==> config.mk <==
export PLATFORM = sky130hd
export DESIGN_NAME = ysyx_220053_trap_ctrl
export DESIGN_NICKNAME = d
export VERILOG_FILES = /design/src/rtl/ysyx_220053_trap_ctrl.sv
export SDC_FILE = /design/constraint.sdc
export NUM_CORES = 1
export LEC_CHECK = 0
export BUFFER_PORTS_ARGS = -buffer_cell sky130_fd_sc_hd__buf_2
export CORE_AREA = 5 5 154 156
export CTS_BUF_LIST = sky130_fd_sc_hd__clkbuf_8
export DETAILED_ROUTE_END_ITERATION = 8
export DIE_AREA = 0 0 159 161
export HOLD_SLACK_MARGIN = 0.03
export PLACE_DENSITY = 0.63
export SYNTH_ARGS = -nofsm -noshare
export SYNTH_HDL_FRONTEND = slang
export SYNTH_SLANG_ARGS = --single-unit
==> constraint.sdc <==
create_clock -name clk -period 2.4 [get_ports clk]
set_input_delay 0 -clock clk [delete_from_list [all_inputs] [get_ports clk]]
set_output_delay 0 -clock clk [all_outputs]
set_load 0.01 [all_outputs]
==> src/rtl/ysyx_220053_trap_ctrl.sv <==
// Machine-mode trap sequencer: takes ecall/mret/timer interrupts at instruction
// boundaries, flushes and drains the pipeline, commits to the CSR file, then redirects fetch.
module ysyx_220053_trap_ctrl #(
  parameter int XLEN         = 64,
  parameter int FLUSH_CYCLES = 2
) (
  input  logic            clk,
  input  logic            rst_n,
  input  logic            ecall_req,
  input  logic            mret_req,
  input  logic            timer_irq,
  input  logic            mstatus_mie,
  input  logic            mie_mtie,
  input  logic            pc_valid,
  input  logic [XLEN-1:0] pc_in,
  input  logic [XLEN-1:0] mtvec,
  input  logic [XLEN-1:0] mepc,
  input  logic            drain_done,
  input  logic            redirect_ready,
  output logic            busy,
  output logic            flush,
  output logic            csr_ecall,
  output logic            csr_mret,
  output logic [XLEN-1:0] trap_epc,
  output logic [XLEN-1:0] trap_cause,
  output logic            redirect_valid,
  output logic [XLEN-1:0] redirect_pc
);

  typedef enum logic [1:0] {IDLE, FLUSH, COMMIT, REDIRECT} state_e;
  typedef enum logic [1:0] {KIND_ECALL, KIND_MRET, KIND_IRQ} kind_e;

  localparam logic [3:0]      FLUSH_LAST  = 4'(FLUSH_CYCLES - 1);
  localparam logic [XLEN-1:0] CAUSE_ECALL = XLEN'(11);
  localparam logic [XLEN-1:0] CAUSE_MTI   = {1'b1, (XLEN-1)'(7)};
  localparam logic [XLEN-1:0] VEC_OFFSET  = XLEN'(28);

  state_e          state_q, state_d;
  kind_e           kind_q, kind_d;
  logic [3:0]      cnt_q, cnt_d;
  logic [XLEN-1:0] epc_q, epc_d;
  logic [XLEN-1:0] cause_q, cause_d;
  logic [XLEN-1:0] rpc_q, rpc_d;
  logic            irq_take_s;

  // Vectored mode lands the timer interrupt at base + 4*7; everything else uses the base.
  function automatic logic [XLEN-1:0] redirect_target(input kind_e kind,
                                                      input logic [XLEN-1:0] tvec,
                                                      input logic [XLEN-1:0] epc);
    logic [XLEN-1:0] base;
    base = {tvec[XLEN-1:2], 2'b00};
    case (kind)
      KIND_MRET: redirect_target = epc;
      KIND_IRQ: begin
        if (tvec[1:0] == 2'b01) redirect_target = base + VEC_OFFSET;
        else                    redirect_target = base;
      end
      default: redirect_target = base;
    endcase
  endfunction

  assign irq_take_s = timer_irq & mstatus_mie & mie_mtie;

  // Next-state and latch logic for the trap sequence.
  always_comb begin
    state_d = state_q;
    kind_d  = kind_q;
    cnt_d   = cnt_q;
    epc_d   = epc_q;
    cause_d = cause_q;
    rpc_d   = rpc_q;
    case (state_q)
      IDLE: begin
        cnt_d = 4'd0;
        rpc_d = {XLEN{1'b0}};
        if (pc_valid && (ecall_req || mret_req || irq_take_s)) begin
          state_d = FLUSH;
          if (ecall_req) begin
            kind_d  = KIND_ECALL;
            epc_d   = pc_in;
            cause_d = CAUSE_ECALL;
          end else if (mret_req) begin
            kind_d  = KIND_MRET;
          end else begin
            kind_d  = KIND_IRQ;
            epc_d   = pc_in;
            cause_d = CAUSE_MTI;
          end
        end else begin
          state_d = IDLE;
        end
      end
      FLUSH: begin
        if (cnt_q != 4'd15) cnt_d = cnt_q + 4'd1;
        else                cnt_d = cnt_q;
        if ((cnt_q >= FLUSH_LAST) && drain_done) state_d = COMMIT;
        else                                     state_d = FLUSH;
      end
      COMMIT: begin
        rpc_d   = redirect_target(kind_q, mtvec, mepc);
        state_d = REDIRECT;
      end
      REDIRECT: begin
        if (redirect_ready) begin
          state_d = IDLE;
          rpc_d   = {XLEN{1'b0}};
        end else begin
          state_d = REDIRECT;
        end
      end
      default: state_d = IDLE;
    endcase
  end

  // State and latched trap context registers.
  always_ff @(posedge clk or negedge rst_n) begin
    if (!rst_n) begin
      state_q <= IDLE;
      kind_q  <= KIND_ECALL;
      cnt_q   <= 4'd0;
      epc_q   <= {XLEN{1'b0}};
      cause_q <= {XLEN{1'b0}};
      rpc_q   <= {XLEN{1'b0}};
    end else begin
      state_q <= state_d;
      kind_q  <= kind_d;
      cnt_q   <= cnt_d;
      epc_q   <= epc_d;
      cause_q <= cause_d;
      rpc_q   <= rpc_d;
    end
  end

  assign busy           = (state_q != IDLE);
  assign flush          = (state_q == FLUSH);
  assign csr_ecall      = (state_q == COMMIT) && (kind_q != KIND_MRET);
  assign csr_mret       = (state_q == COMMIT) && (kind_q == KIND_MRET);
  assign redirect_valid = (state_q == REDIRECT);
  assign redirect_pc    = rpc_q;
  assign trap_epc       = epc_q;
  assign trap_cause     = cause_q;

endmodule
======== Word level (Yosys, flattened, before mapping) ========
Index checks and enable logic that the tools add are counted.
word-level totals
  latch bits .............................. 0
  RAM bits ................................ 0
  input bits .............................. 202
  memories kept ........................... 0
  memory bits (read-only) ................. 0
  register bits after elaboration ......... 200
operators by class
  equality and inequality tests ........... 11
  $lt $le $gt $ge ......................... 1
  bitwise logic cells ..................... 2
  div/mod/pow operators ................... 0
  reductions and logical operators ........ 14
  muxes and demuxes ....................... 16
  add/subtract/negate cells ............... 2
  $mul .................................... 0
  shifts and indexed selects .............. 0
operators with widths
  kind                                                                      number
  64-bit 2-to-1 mux                                                         6
  64-bit case mux with 3 select lines                                       1
  64-bit case mux with 2 select lines                                       1
  64-bit by 5-bit adder with 64-bit output (second input constant)          1
  2-bit 2-to-1 mux                                                          4
  2-bit case mux with 4 select lines                                        1
  4-bit case mux with 2 select lines                                        1
  2-bit by 1-bit == test with 1-bit output (second input constant)          3
  2-bit == test (second input constant)                                     3
  2-bit AND reduction                                                       3
  4-bit by 1-bit adder with 4-bit output (second input constant)            1
  4-bit by 1-bit >= comparator with 1-bit output (second input constant)    1
  1-bit logical AND                                                         4
  4-bit 2-to-1 mux                                                          1
  2-bit by 1-bit inequality test with 1-bit output (second input constant)  2
  2-bit inequality test (second input constant)                             2
  4-bit inequality test (second input constant)                             1
  2-bit nonzero test                                                        2
  3-bit AND reduction                                                       1
  3-bit nonzero test                                                        1
  1-bit AND                                                                 2
  2-bit logical NOT                                                         1
  1-bit logical OR                                                          2
  1-bit 2-to-1 mux                                                          1

======== Logic depth before layout (Yosys ltp) ========
Gate-level depths: netlist of run 1.
  depth after elaboration ................. 6
  depth in mapped cells ................... 9

======== Least setup slack after synthesis of run 1 ========
No wires, ideal clock.
  path kind ............................... reg2reg
  start point ............................. register kind_q[1]
  end point ............................... register rpc_q[60], in the netlist redirect_pc[60]
  cell stages (with the launch flop) ...... 9
  arrival time ............................ 1.980 ns
  data required time ...................... 2.264 ns
  library setup time ...................... 0.136 ns
  path buffers ............................ 4
  slack ................................... 0.283 ns
  cell sequence ........................... dfrtp_1 > ha_1 > clkbuf_1 > clkbuf_1 > buf_1 > clkbuf_1 > nor2_1 > mux2i_1 > o21ai_0
on the way
  longest elaborated chain between the ends .. 3
  elaborated cells between the ends (all ways) .. 4
  those cells by class .................... eq/ne (2); mux (2)
RTL lines
  item                                                                       line  text
  start: declaration                                                         39    kind_e kind_q, kind_d;
  start signal: assignment                                                   126   kind_q <= kind_d;
  2-bit == test or 2-bit by 1-bit == test with 1-bit output (tied branches)  52    case (kind)
  64-bit case mux with 2 select lines *                                      52
  64-bit case mux with 3 select lines *                                      72    case (state_q)
  end signal: assignment                                                     123   rpc_q <= {XLEN{1'b0}};
  end signal: assignment                                                     130   rpc_q <= rpc_d;
  end: declaration                                                           43    logic [XLEN-1:0] rpc_q, rpc_d;
Every way passes the cells marked *; elsewhere a longest branch is shown, timed or not.
A chain may end at the register's enable or synchronous reset.

======== Final worst setup path of run 1 ========
  start point ............................. register cnt_q[0]
  end point ............................... register state_q[0]
on the way
  longest elaborated chain between the ends .. 4
RTL lines
  item                                            line  text
  start: declaration                              40    logic [3:0] cnt_q, cnt_d;
  start signal: assignment                        127   cnt_q <= cnt_d;
  4-bit by 1-bit >= comparator with 1-bit output  96    if ((cnt_q >= FLUSH_LAST) && drain_done) state_d = COMMIT;
  1-bit logical AND                               96
  2-bit 2-to-1 mux                                96
  2-bit case mux with 4 select lines              72
  named net state_d[0]                            38    state_e state_q, state_d;
  end signal: assignment                          125   state_q <= state_d;
  end: declaration                                38
The timed path passes the listed nets, and every way through them passes these cells.

==> flow_summary.json, run 1 <==
{
  "clkSinkCount": 139,
  "layout-drive-gt1-share": 0.350,
  "grt_start_max_net_pins": 64,
  "dp_hpwl_um": 22700,
  "die-area_um2": 25600,
  "h-tree-depth": 4,
  "core_um2": 22200,
  "synth_top_area_frac": 0.422,
  "min_period_over_period": 0.962,
  "antenna_found_initial": 1,
  "post-synth-top-count-cell": "dfrtp_1",
  "synth_top_cell_by_area": "dfrtp_1",
  "cts_tree": "built",
  "portBuffers": 339,
  "tns_ps": 0,
  "syn_area_um2": 8240,
  "p_per_area_nw_per_um2": 1030,
  "grt_use_total": 0.248,
  "crit_start": "cnt_q[0]$_DFFE_PN0P_",
  "start_kind": "register",
  "multi_input_area_um2": 4300,
  "cp.required_ps": 2790,
  "cp_max_fo": 4,
  "fin_ws_ps": 90.9,
  "worstSkewPairLatency_ps": 450,
  "gr-total-overflow": 0,
  "numCtsBuffers": 17,
  "fin_skew_ps": 10.9,
  "gp_congestion": 0.889,
  "relSlewSlack": 0.607,
  "synth_top_cells_by_count": "dfrtp_1 (139), nor2_1 (81), nand2_1 (76)",
  "instances_no_fill": 1704,
  "clockBufferDepth": 2,
  "yosysUniqueCellTypes": 53,
  "dieWidth_um": 159,
  "critPathKind": "reg2reg",
  "cts_root_buf": "clkbuf_8",
  "dp.cells": 1470,
  "synth_ff_type": "dfrtp_1",
  "wirelength_um": 32800,
  "whs_ps": 74.0,
  "synthTopCellsByArea": "dfrtp_1 (42%), mux2_2 (9.4%), buf_4 (5.6%)",
  "ys_ff_latch": 139,
  "synthArstFlopShare": 1.00,
  "fin_crit_ps": 2310,
  "yosys_warnings": 0,
  "synth_edf_count": 0,
  "ant_nets": 0,
  "status": "finished clean",
  "num_vias": 9003,
  "grt_pass1_vias": 9288,
  "slew_viol_final": 0,
  "leakagePower_nw": 5.88,
  "die_h_um": 161,
  "area_delta_synth_final_pct": 53.4,
  "arrival_ps": 2700,
  "clkSlewWorstSetupHoldPaths_ps": 90,
  "ff_latch_area_um2": 3480,
  "fin_util": 0.569,
  "syn_avg_cell_area_um2": 9.46,
  "end_kind": "register",
  "syn_inst": 871,
  "nNetsFinal": 1613,
  "drc": 0,
  "drt_first_iter_violations": 720,
  "fillCellCount": 1883,
  "reg2reg_from": "cnt_q[0]$_DFFE_PN0P_",
  "total_power_mw": 13.1,
  "min_path_type": "in2async",
  "initial_utilization": 0.371,
  "finalHoldViolCount": 0,
  "ios": 399,
  "rows": 55,
  "fmax_mhz": 433,
  "dpl_cell_area_um2": 10200,
  "fin_area_um2": 12600,
  "vias_per_cell": 5.28,
  "peakVddDrop_uv": 638,
  "worstMarginPinSlew_ps": 588,
  "grt_first_pass_wirelength_um": 51500,
  "drv_cap": 0,
  "pre_cts_slack_ps": 251,
  "setup_violations": 0,
  "drt-pass1-iter-count": 6,
  "wire_per_inst_um": 19.3,
  "synth-seq-area-share": 0.422
}
[path summary, 6_finish.rpt]
kind,end,slack [ps],cells past startpoint
min in group clk,redirect_pc[23]$_DFFE_PN0P_,70,3
min reg2reg,redirect_pc[23]$_DFFE_PN0P_,480,2
min,trap_epc[3]$_DFFE_PN0P_,70,2
max in group asynchronous,redirect_pc[24]$_DFFE_PN0P_,1570,3
max reg2reg,state_q[0]$_DFF_PN0_,90,6
max,state_q[0]$_DFF_PN0_,90,6
[where the power goes]
part / total [mW] / internal, mW / switching [mW]
clock: 2.01 / 0.888 / 1.12
combinational: 6.88 / 3.01 / 3.87
sequential: 4.17 / 3.48 / 0.697
total: 13.1 / 7.37 / 5.69
[cell type report]
class	count	area share
antenna	1	0.000198
clock buffer	18	0.0196
clock inverter	14	0.0117
inverter	16	0.00475
multi-input combinational	657	0.340
sequential	139	0.275
tap	285	0.0282
timing repair buffer	574	0.320
[flip-flops by register name (all words and copies together) (netlist names)]
name,count
cnt_q,4
kind_q,2
state_q,2
trap_epc,64
trap_cause,3
redirect_pc,64
[layer usage]
layer	part of all wire	global-route usage	wire [um]	vias up
met3	0.096	0.0824	3140	107
met4	0.043	0.113	1420	0
met5	0	0	0	-
met1	0.41	0.311	13500	4190
li1	-	-	-	4171
met2	0.45	0.389	14800	535
[cells by family after synthesis]
family                   share of synthesized area
AO/OA/AOI/OAI                                0.165
adder cells (fa/ha/maj)                    0.00911
buffers and inverters                       0.0905
flip-flops                                   0.422
multiplexers                                 0.140
other                                     0.000455
AND/OR/NAND/NOR                              0.173
[worst max-delay path: stages (launching register included)]
cell	delay, ps
dfrtp_1	420
inv_1	110
ha_1	140
or4b_2	590
and3_1	230
o31ai_2	200
dlygate4sd3_1	570
[layout by cell type, fill, tap and decap left out, types with 38 or more instances in the layout]
master / count
a21oi_1: 38
a22oi_1: 44
buf_2: 338
conb_1: 59
dfrtp_1: 138
dlygate4sd3_1: 201
mux2_2: 69
mux2i_1: 38
nand2_1: 75
nor2_1: 80
o21ai_0: 49
[timing repair]
item	4_1_cts	5_1_grt
endpoints found under the setup margin	0	8
hold buffers	201	0
resized for setup	0	5
setup buffers	0	0
hold endpoints to repair	273	0
(Power assumes the default switching activity.)
==> run 2: changes to the inputs <==
- ABC_AREA: default -> 1
- BUFFER_PORTS_ARGS: -buffer_cell sky130_fd_sc_hd__buf_2 -> -buffer_cell sky130_fd_sc_hd__buf_4
- CORE_AREA: 5 5 154 156 -> 5 5 150 152
- DIE_AREA: 0 0 159 161 -> 0 0 155 157
- PLACE_DENSITY: 0.63 -> 0.71
==> run 2 against run 1 <==
Net effect:
- utilization grew 13 points
- sequential cell count is the same
- fmax shrank 0.25%
- setup slack lost 5.9 ps
- register-to-register slack gained 40 ps
- sequential power shrank 2%
- largest cell class is now buffers
==> flow_summary.json, run 2 <==
{
  "initial_utilization": 0.437,
  "crit_chain": "dlygate4sd3_1 > buf_4 > inv_1 > ha_1 > nand2_2 > nand3_4 > nor2_4 > nand2_2 > nor2_4 > buf_12 > nand2_2 > nor2_1 > o21ai_1 > dlygate4sd3_1 > nand2_1 > nand2_1",
  "setup_violations": 0,
  "ant_nets": 0,
  "layout-drive-gt1-share": 0.229,
  "ff2ff_path_depth": 8,
  "syn_inst": 1382,
  "fillCellCount": 1704,
  "cp.required_ps": 2760,
  "wirelength_um": 39000,
  "fin_area_um2": 14700,
  "cpMostUsedCell": "nand2_2",
  "crit_start": "mtvec[2]",
  "yosysUniqueCellTypes": 39,
  "rows": 53,
  "final_cell_mix": "nand2_1 (540), buf_4 (354), dlygate4sd3_1 (236)",
  "synthTopCellsByArea": "dfrtp_1 (38%), nand2_1 (22%), a21oi_1 (6.2%)",
  "clkSlewWorstSetupHoldPaths_ps": 90,
  "cts_tree": "built",
  "yosys_warnings": 0,
  "cts_root_buf": "clkbuf_8",
  "syn_area_um2": 9140,
  "synth_top_area_frac": 0.381,
  "portBuffers": 339,
  "dp_hpwl_um": 27200,
  "synth_top_cell_by_area": "dfrtp_1",
  "slowest_delay_ps": 560,
  "synth_edf_count": 0,
  "cpMaxStageDelayCell": "dlygate4sd3_1",
  "top_layer": "met4",
  "fin_crit_ps": 2310,
  "fin_util": 0.704,
  "post-synth-top-count-cell": "nand2_1",
  "die_h_um": 157,
  "h-tree-depth": 4,
  "dp.cells": 1954,
  "syn_avg_cell_area_um2": 6.61,
  "cp_max_fo": 6,
  "gp_congestion": 0.953,
  "p_per_area_nw_per_um2": 1020,
  "synthArstFlopShare": 1.00,
  "min_period_over_period": 0.965,
  "leakagePower_nw": 7.58,
  "grt_start_max_net_pins": 100,
  "relSlewSlack": 0.478,
  "nNetsFinal": 2152,
  "reg2reg_from": "kind_q[1]$_DFFE_PN0P_",
  "ys_ff_latch": 139,
  "gr-total-overflow": 0,
  "clkSinkCount": 139,
  "worstSkewPairLatency_ps": 470,
  "synth_top_cells_by_count": "nand2_1 (544), dfrtp_1 (139), a21oi_1 (114)",
  "end_kind": "register",
  "critPathKind": "in2reg",
  "drv_cap": 0,
  "fin_skew_ps": 17.5,
  "antenna_found_initial": 2,
  "dieWidth_um": 155,
  "worstMarginPinSlew_ps": 781,
  "whs_ps": 112,
  "drt-pass1-iter-count": 5,
  "wl_met3_um": 3320,
  "synth_ff_type": "dfrtp_1",
  "drc": 0,
  "die-area_um2": 24300,
  "synth-seq-area-share": 0.381,
  "drt_first_iter_violations": 919,
  "arrival_ps": 2680,
  "status": "finished clean",
  "instances_no_fill": 2234,
  "num_vias": 11406,
  "dpl_cell_area_um2": 11800,
  "grt_first_pass_wirelength_um": 60200,
  "numCtsBuffers": 17,
  "grt_use_total": 0.308,
  "wl_met1_um": 15300,
  "start_kind": "input pin",
  "total_power_mw": 15.0,
  "grt_pass1_vias": 11309,
  "min_path_type": "in2async",
  "mostFrequentLayoutCell": "nand2_1",
  "vias_per_cell": 5.11,
  "core_um2": 20900,
  "wire_per_inst_um": 17.4,
  "clockBufferDepth": 2,
  "peakVddDrop_uv": 564,
  "wl_met2_um": 18900,
  "slew_viol_final": 0,
  "ios": 399,
  "area_delta_synth_final_pct": 60.9,
  "fmax_mhz": 432,
  "finalHoldViolCount": 0
}
run 2: stage by stage:
stage / worst slack [ps] / setup TNS, ps
global route: -11.5 / -25.8
floorplan: 616 / 0
detailed placement: 518 / 0
CTS: 21.8 / 0
finish: 85.0 / 0
global placement: 508 / 0
run 2: report_power, final:
part,switching (mW),internal [mW],leakage (nW)
registers,0.665,3.41,1.80
clock network,1.13,0.863,0.198
logic,4.72,4.25,5.58
run 2: worst max-delay path, delay by kind of cell:
| family | cells | cell delay [ps] |
|---|---|---|
| fa+ha+maj | 1 | 220 |
| compound gates | 1 | 80 |
| buf+inv | 5 | 1420 |
| simple gates | 9 | 930 |
run 2: cell type report:
type | instances | area, um^2 | area share
well taps | 275 | 344 | 0.0234
flip-flops and latches | 139 | 3480 | 0.237
clock buffers | 17 | 234 | 0.0159
clock inverters | 15 | 160 | 0.0109
multi-input cells | 1073 | 4850 | 0.330
diodes | 2 | 5.00 | 0.000341
repair buffers | 600 | 5190 | 0.353
inverters | 113 | 432 | 0.0294
run 2: logic make-up (layout without fill, tap and decap cells):
logic type / count (synthesis) / in the layout / synth area share
AOI/OAI and AO/OA: 207 / 207 / 0.119
DFF: 139 / 139 / 0.381
other: 1 / 61 / 0.000410
buffers and inverters: 228 / 745 / 0.121
xor gates and xnor gates: 1 / 1 / 0.000959
and+or+nand+nor: 800 / 800 / 0.370
adders and majority gates: 6 / 6 / 0.00822
run 2: timing repair:
item                                    CTS  global route
endpoints found under the setup margin    0            41
endpoints found under the hold margin   207             0
gates resized for setup                   0            19
hold buffers                            236             0
setup buffers                             0            10
run 2: layer usage:
layer	global-route usage	vias up
met5	0	-
met3	0.0729	96
met1	0.389	5316
li1	-	5406
met4	0.117	0
met2	0.515	588
run 2: final timing paths:
kind                                          endpoint  slack, ps
setup / recovery           redirect_pc[34]$_DFFE_PN0P_         90
hold / removal             redirect_pc[35]$_DFFE_PN0P_        110
setup reg to reg            redirect_pc[3]$_DFFE_PN0P_        130
hold reg to reg               trap_epc[59]$_DFFE_PN0P_        480
max in group asynchronous  redirect_pc[61]$_DFFE_PN0P_       1540
min in group clk                 kind_q[0]$_DFFE_PN0P_        150
